$ cat src/rtl/iir_1st_mc.sv
`timescale 1ns/1ps
`default_nettype none
// +--------------------------------------------------------------------------+
// | iir_1st_mc : time-multiplexed first-order IIR, NCH channels, shared MAC   |
// | Revision   : 1.0                                                          |
// +--------------------------------------------------------------------------+
module iir_1st_mc #(
  parameter int DW  = 16,
  parameter int CW  = 16,
  parameter int CF  = 14,
  parameter int NCH = 4,
  parameter int CHW = 2
) (
  input  logic                 clk,
  input  logic                 reset_n,
  input  logic                 clr,
  input  logic                 coef_we,
  input  logic [CHW-1:0]       coef_ch,
  input  logic                 coef_sel,
  input  logic signed [CW-1:0] coef_data,
  input  logic                 in_valid,
  output logic                 in_ready,
  input  logic [CHW-1:0]       in_ch,
  input  logic signed [DW-1:0] in_data,
  output logic                 out_valid,
  input  logic                 out_ready,
  output logic [CHW-1:0]       out_ch,
  output logic signed [DW-1:0] out_data,
  output logic                 out_sat
);

  localparam int AW    = DW + CW + 1;
  localparam int PW    = DW + CW;
  localparam int NSLOT = 1 << CHW;

  localparam logic signed [CW-1:0] B_UNITY  = CW'(1 << CF);
  localparam logic signed [AW-1:0] RND_HALF = {{(AW-CF){1'b0}}, 1'b1, {(CF-1){1'b0}}};
  localparam logic signed [AW-1:0] SAT_MAX  = {{(AW-DW+1){1'b0}}, {(DW-1){1'b1}}};
  localparam logic signed [AW-1:0] SAT_MIN  = {{(AW-DW+1){1'b1}}, {(DW-1){1'b0}}};

  // Channel indices at or above NCH are silently ignored everywhere.
  logic [NSLOT-1:0] ch_ok;
  for (genvar i = 0; i < NSLOT; i++) begin : g_ch_ok
    assign ch_ok[i] = (i < NCH);
  end

  logic                 s1_valid_q, s1_valid_d;
  logic [CHW-1:0]       s1_ch_q, s1_ch_d;
  logic signed [DW-1:0] s1_data_q, s1_data_d;

  logic signed [DW-1:0] y_q [NSLOT];
  logic signed [DW-1:0] y_d [NSLOT];
  logic signed [CW-1:0] b_q [NSLOT];
  logic signed [CW-1:0] b_d [NSLOT];
  logic signed [CW-1:0] a_q [NSLOT];
  logic signed [CW-1:0] a_d [NSLOT];

  logic                 out_valid_q, out_valid_d;
  logic [CHW-1:0]       out_ch_q, out_ch_d;
  logic signed [DW-1:0] out_data_q, out_data_d;
  logic                 out_sat_q, out_sat_d;

  logic                 stall;
  logic                 advance;
  logic                 accept;

  logic signed [CW-1:0] coef_b;
  logic signed [CW-1:0] coef_a;
  logic signed [DW-1:0] y_prev;
  logic signed [PW-1:0] prod_b;
  logic signed [PW-1:0] prod_a;
  logic signed [AW-1:0] acc;
  logic signed [AW-1:0] rnd;
  logic signed [AW-1:0] shr;
  logic signed [DW-1:0] y_new;
  logic                 y_sat;

  assign stall    = out_valid_q & ~out_ready;
  assign advance  = ~stall;
  assign accept   = in_valid & advance;
  assign in_ready = advance;

  always_comb begin
    coef_b = b_q[s1_ch_q];
    coef_a = a_q[s1_ch_q];
    y_prev = y_q[s1_ch_q];
    prod_b = PW'(s1_data_q) * PW'(coef_b);
    prod_a = PW'(y_prev) * PW'(coef_a);
    acc    = AW'(prod_b) + AW'(prod_a);
    rnd    = acc + RND_HALF;
    shr    = rnd >>> CF;
    y_sat  = 1'b0;
    y_new  = shr[DW-1:0];
    if (shr > SAT_MAX) begin
      y_new = SAT_MAX[DW-1:0];
      y_sat = 1'b1;
    end else if (shr < SAT_MIN) begin
      y_new = SAT_MIN[DW-1:0];
      y_sat = 1'b1;
    end
  end

  always_comb begin
    s1_valid_d  = s1_valid_q;
    s1_ch_d     = s1_ch_q;
    s1_data_d   = s1_data_q;
    out_valid_d = out_valid_q;
    out_ch_d    = out_ch_q;
    out_data_d  = out_data_q;
    out_sat_d   = out_sat_q;
    y_d         = y_q;
    b_d         = b_q;
    a_d         = a_q;

    if (clr) begin
      s1_valid_d  = 1'b0;
      out_valid_d = 1'b0;
      for (int i = 0; i < NSLOT; i++) y_d[i] = '0;
    end else if (advance) begin
      s1_valid_d  = accept & ch_ok[in_ch];
      if (accept) begin
        s1_ch_d   = in_ch;
        s1_data_d = in_data;
      end
      out_valid_d = s1_valid_q;
      if (s1_valid_q) begin
        out_ch_d         = s1_ch_q;
        out_data_d       = y_new;
        out_sat_d        = y_sat;
        y_d[s1_ch_q]     = y_new;
      end
    end

    // Coefficient writes bypass stall and clear; the datapath above sees the old value.
    if (coef_we && ch_ok[coef_ch]) begin
      if (coef_sel) a_d[coef_ch] = coef_data;
      else          b_d[coef_ch] = coef_data;
    end
  end

  always_ff @(posedge clk or negedge reset_n) begin
    if (!reset_n) begin
      s1_valid_q  <= 1'b0;
      s1_ch_q     <= '0;
      s1_data_q   <= '0;
      out_valid_q <= 1'b0;
      out_ch_q    <= '0;
      out_data_q  <= '0;
      out_sat_q   <= 1'b0;
      for (int i = 0; i < NSLOT; i++) begin
        y_q[i] <= '0;
        b_q[i] <= B_UNITY;
        a_q[i] <= '0;
      end
    end else begin
      s1_valid_q  <= s1_valid_d;
      s1_ch_q     <= s1_ch_d;
      s1_data_q   <= s1_data_d;
      out_valid_q <= out_valid_d;
      out_ch_q    <= out_ch_d;
      out_data_q  <= out_data_d;
      out_sat_q   <= out_sat_d;
      y_q         <= y_d;
      b_q         <= b_d;
      a_q         <= a_d;
    end
  end

  assign out_valid = out_valid_q;
  assign out_ch    = out_ch_q;
  assign out_data  = out_data_q;
  assign out_sat   = out_sat_q;

endmodule
`default_nettype wire
$ cat config.mk
export PLATFORM = sky130hd
export DESIGN_NAME = iir_1st_mc
export DESIGN_NICKNAME = d
export VERILOG_FILES = /design/src/rtl/iir_1st_mc.sv
export SDC_FILE = /design/constraint.sdc
export NUM_CORES = 2
export LEC_CHECK = 0
export ABC_AREA = 1
export CORE_MARGIN = 10
export CORE_UTILIZATION = 40
export DETAILED_ROUTE_END_ITERATION = 8
export GPL_ROUTABILITY_DRIVEN = 0
export REMOVE_ABC_BUFFERS = 1
export SLEW_MARGIN = 10
export SYNTH_ARGS = -nofsm -noshare
export SYNTH_HDL_FRONTEND = slang
export SYNTH_SLANG_ARGS = --single-unit
$ cat constraint.sdc
create_clock -name clk -period 13 [get_ports clk]
set_clock_uncertainty 0.05 [all_clocks]
set_input_delay 1.95 -clock clk [delete_from_list [all_inputs] [get_ports clk]]
set_output_delay 1.95 -clock clk [all_outputs]
set_load 0.05 [all_outputs]
==> results.md <==
* CP Data Arrival Time at 10.42 ns
* Origin of the worst setup path: s1_ch_q[0]$_DFFE_PN0P_
* Final worst-path cycle share at 77.2%
* Effective utilization at floorplan at 40.5%
* Number of flip-flops and latches in the synthesized netlist at 231
* Total negative slack for setup checks at 0 ns
* Final Hold Fails at 0
* Reg-to-Reg Start: s1_ch_q[0]$_DFFE_PN0P_
* Count of inserted antenna diode cells at 0
* Via count of the first global-routing pass at 23860
* Maximum number of pins on one net before global-route repair at 81
* Netlist cell types at 43
* Remaining max-slew budget at the tightest pin at 25.2%
* Top fanout value on the critical path at 28
* Die W at 292 µm
* Drt first pass iters at 6
* # rows at 99
* Number of placed I/O pins at 64
* Global route overflow at 0
* Number of nets in the layout at 4135
* Clock insertion delay at the later pin of the skew report at 0.58 ns
* CTS clock-pin slew for the worst setup and hold paths at 0.06 ns
* Max-capacitance violation count at 0
* Count of unresolved DRC violations after routing at 0
* Share of final-layout standard cells stronger than drive strength 1 at 4.11%
* Port Buffer Count at 63
* Total core area at 73200 µm²
* Worst Setup Start Kind: register
* DP Wirelength at 68.9 mm
* Result of the run: finished, final reports clean
* Number of cells produced by synthesis at 3358
* Total CTS buffers at 26
* GR Util All Layers at 20.4%
* Minimum setup slack among reg-to-reg paths at 2.96 ns
* Post-CTS setup repair buffer count at 0
* Global-route wire length before repair at 136 mm
* Die Area at 85500 µm²
* Time the worst path needs with I/O delays and setup at 10.04 ns
* Number of clock sinks seen by CTS at 231
* Sequential-to-total area share from yosys stat at 19.5%
* Detailed Route Iter0 Violations at 1396
* FILL cells at 7274
* Max-slew violations at 0
* Fmax at 0.0996 GHz
* Cts-stage hold buffer count at 0
* Synthesized area at 29700 µm²
* Per-instance average area after synthesis at 8.84 µm²
* Post-DRT Antenna Nets at 0
* Number of gates resized after CTS at 0
* Cell depth of the worst flop-to-flop path at 35
* Setup crit end kind: register
* Max H-tree Level at 1
* Final-report setup violation count at 0
* Req. time, crit path at 13.38 ns
* Total via count after detailed routing at 21865
* Number of warnings printed during yosys synthesis at 0
* Last element of the critical path: y_q[1]$_DFFE_PN0P_
* Initial antenna violation count at 0
* Maximum buffer depth of the clock tree at 3
* Slowest cell on the critical path: sky130_fd_sc_hd__nor2_4
* Per-cell via count in the routed design at 5.04
* Pin slew with the least headroom to its limit at 1.11 ns
* Synth-to-Final Area Change at 8.38%
* Type of the tightest min-delay check: reg2reg
* FF-to-FF End: y_q[1]$_DFFE_PN0P_
* CP dominant cell by count: sky130_fd_sc_hd__fa_1
* Clock tree from TritonCTS: yes
* Highest cell delay on the worst timing path at 0.74 ns
* Vert. Die Dim at 292 µm
* Total Wirelength at 84.7 mm
* Clock tree root driver cell: sky130_fd_sc_hd__clkbuf_16
* Routed len/inst at 19.5 µm
* Unrepaired setup endpoints after global routing: false
* Class of the most critical setup path: reg2reg
==> synth_stat cells (all sizes together) <==
| library cell | number | area (µm²) |
|---|---|---|
| inv | 752 | 2830 |
| nand2 | 747 | 3000 |
| fa | 584 | 11700 |
| nor2 | 345 | 1360 |
| dfrtp | 227 | 5680 |
| o21ai | 151 | 756 |
| ha | 144 | 1800 |
| clkbuf | 93 | 349 |
| a22oi | 65 | 488 |
| a21oi | 56 | 280 |
| buf | 26 | 165 |
| nand3 | 26 | 160 |
| and2 | 22 | 138 |
| o21a | 18 | 135 |
| xor2 | 18 | 158 |
| a21boi | 15 | 113 |
| clkinv | 12 | 45.0 |
| a221oi | 11 | 128 |
| xnor2 | 11 | 96.3 |
| a21o | 5 | 37.5 |
| nor3 | 5 | 25.0 |
| nor4 | 5 | 31.3 |
| o21bai | 5 | 37.5 |
| dfstp | 4 | 105 |
| nand4 | 4 | 25.0 |
| a22o | 3 | 26.3 |
| a211oi | 1 | 7.51 |
| a31oi | 1 | 6.26 |
| o211ai | 1 | 7.51 |
| or2 | 1 | 6.26 |
==> cell usage in the layout, fill, tap and decap left out, drive strengths merged, types with 2 or more instances in the layout <==
cell type	n
a21boi	15
a21o	5
a21oi	56
a221oi	11
a22o	3
a22oi	65
and2	22
buf	35
bufinv	2
clkbuf	38
clkdlybuf4s50	62
clkinv	15
dfrtp	227
dfstp	4
fa	584
ha	144
inv	754
nand2	747
nand3	26
nand4	4
nor2	345
nor3	5
nor4	5
o21a	18
o21ai	151
o21bai	5
xnor2	11
xor2	18
==> through the flow <==
stage	cells	instance area [µm²]	utilization, %	hold WS [ns]	setup slack (ns)
floorplan	3239	29200	-	0.398	3.32
global placement	4295	31300	42.7	0.412	2.97
detailed placement	4295	31300	42.7	0.414	3.05
CTS	4341	32200	43.9	0.431	3.01
global route	4341	32200	43.9	0.448	2.24
finish	4341	32200	43.9	0.429	2.96
==> worst min path at each step <==
stage / from / to / slack [ns] / depth (start not counted)
floorplan: a_q[17]$_DFFE_PN0P_ / a_q[17]$_DFFE_PN0P_ / 0.40 / 2
global placement: a_q[18]$_DFFE_PN0P_ / a_q[18]$_DFFE_PN0P_ / 0.41 / 2
detailed placement: out_data[13]$_DFFE_PN0P_ / out_data[13]$_DFFE_PN0P_ / 0.41 / 2
CTS: out_data[13]$_DFFE_PN0P_ / out_data[13]$_DFFE_PN0P_ / 0.43 / 2
global route: out_data[13]$_DFFE_PN0P_ / out_data[13]$_DFFE_PN0P_ / 0.45 / 2
finish: out_data[11]$_DFFE_PN0P_ / out_data[11]$_DFFE_PN0P_ / 0.43 / 2
==> critical path, delay by kind of cell, from the launching register on <==
kind            cells  cell delay [ns]
compound gates      7             1.39
fa+ha+maj           9             4.47
flops               1             0.69
simple gates       11             1.96
buf+inv             8             1.30
==> cell type report <==
class                      instances  area, µm²  share of cell area [%]
tap                              959       1200                    3.73
multi-input combinational       2244      20500                    63.9
timing repair buffer              97        891                    2.77
inverter                         764       2870                    8.92
clock inverter                     8        103                   0.319
clock buffer                      38        777                    2.42
sequential                       231       5790                    18.0
==> cell families after synthesis <==
group                      Yosys count  synth area share [%]
and+or+nand+nor                   1155                  16.0
buffers and inverters              883                  11.4
adders and majority gates          728                  45.5
AOI/OAI and AO/OA                  332                  6.81
DFF                                231                  19.5
xor gates and xnor gates            29                 0.856
==> metal layers <==
metal,global-route usage [%],up-vias,wire (µm)
met5,0,-,0
met2,34.7,713,40700
met4,9.30,0,4450
li1,-,9906,-
met3,3.53,177,5720
met1,25.1,11069,33800
==> state kept, by name (all words and copies together) (netlist names) <==
name,flops
out_sat,1
s1_valid_q,1
out_ch,2
a_q,64
s1_data_q,16
b_q,64
out_valid,1
out_data,16
y_q,64
s1_ch_q,2
Power is not shown: default switching activity piles up to over one toggle a cycle in this logic, so the estimate is an artifact.
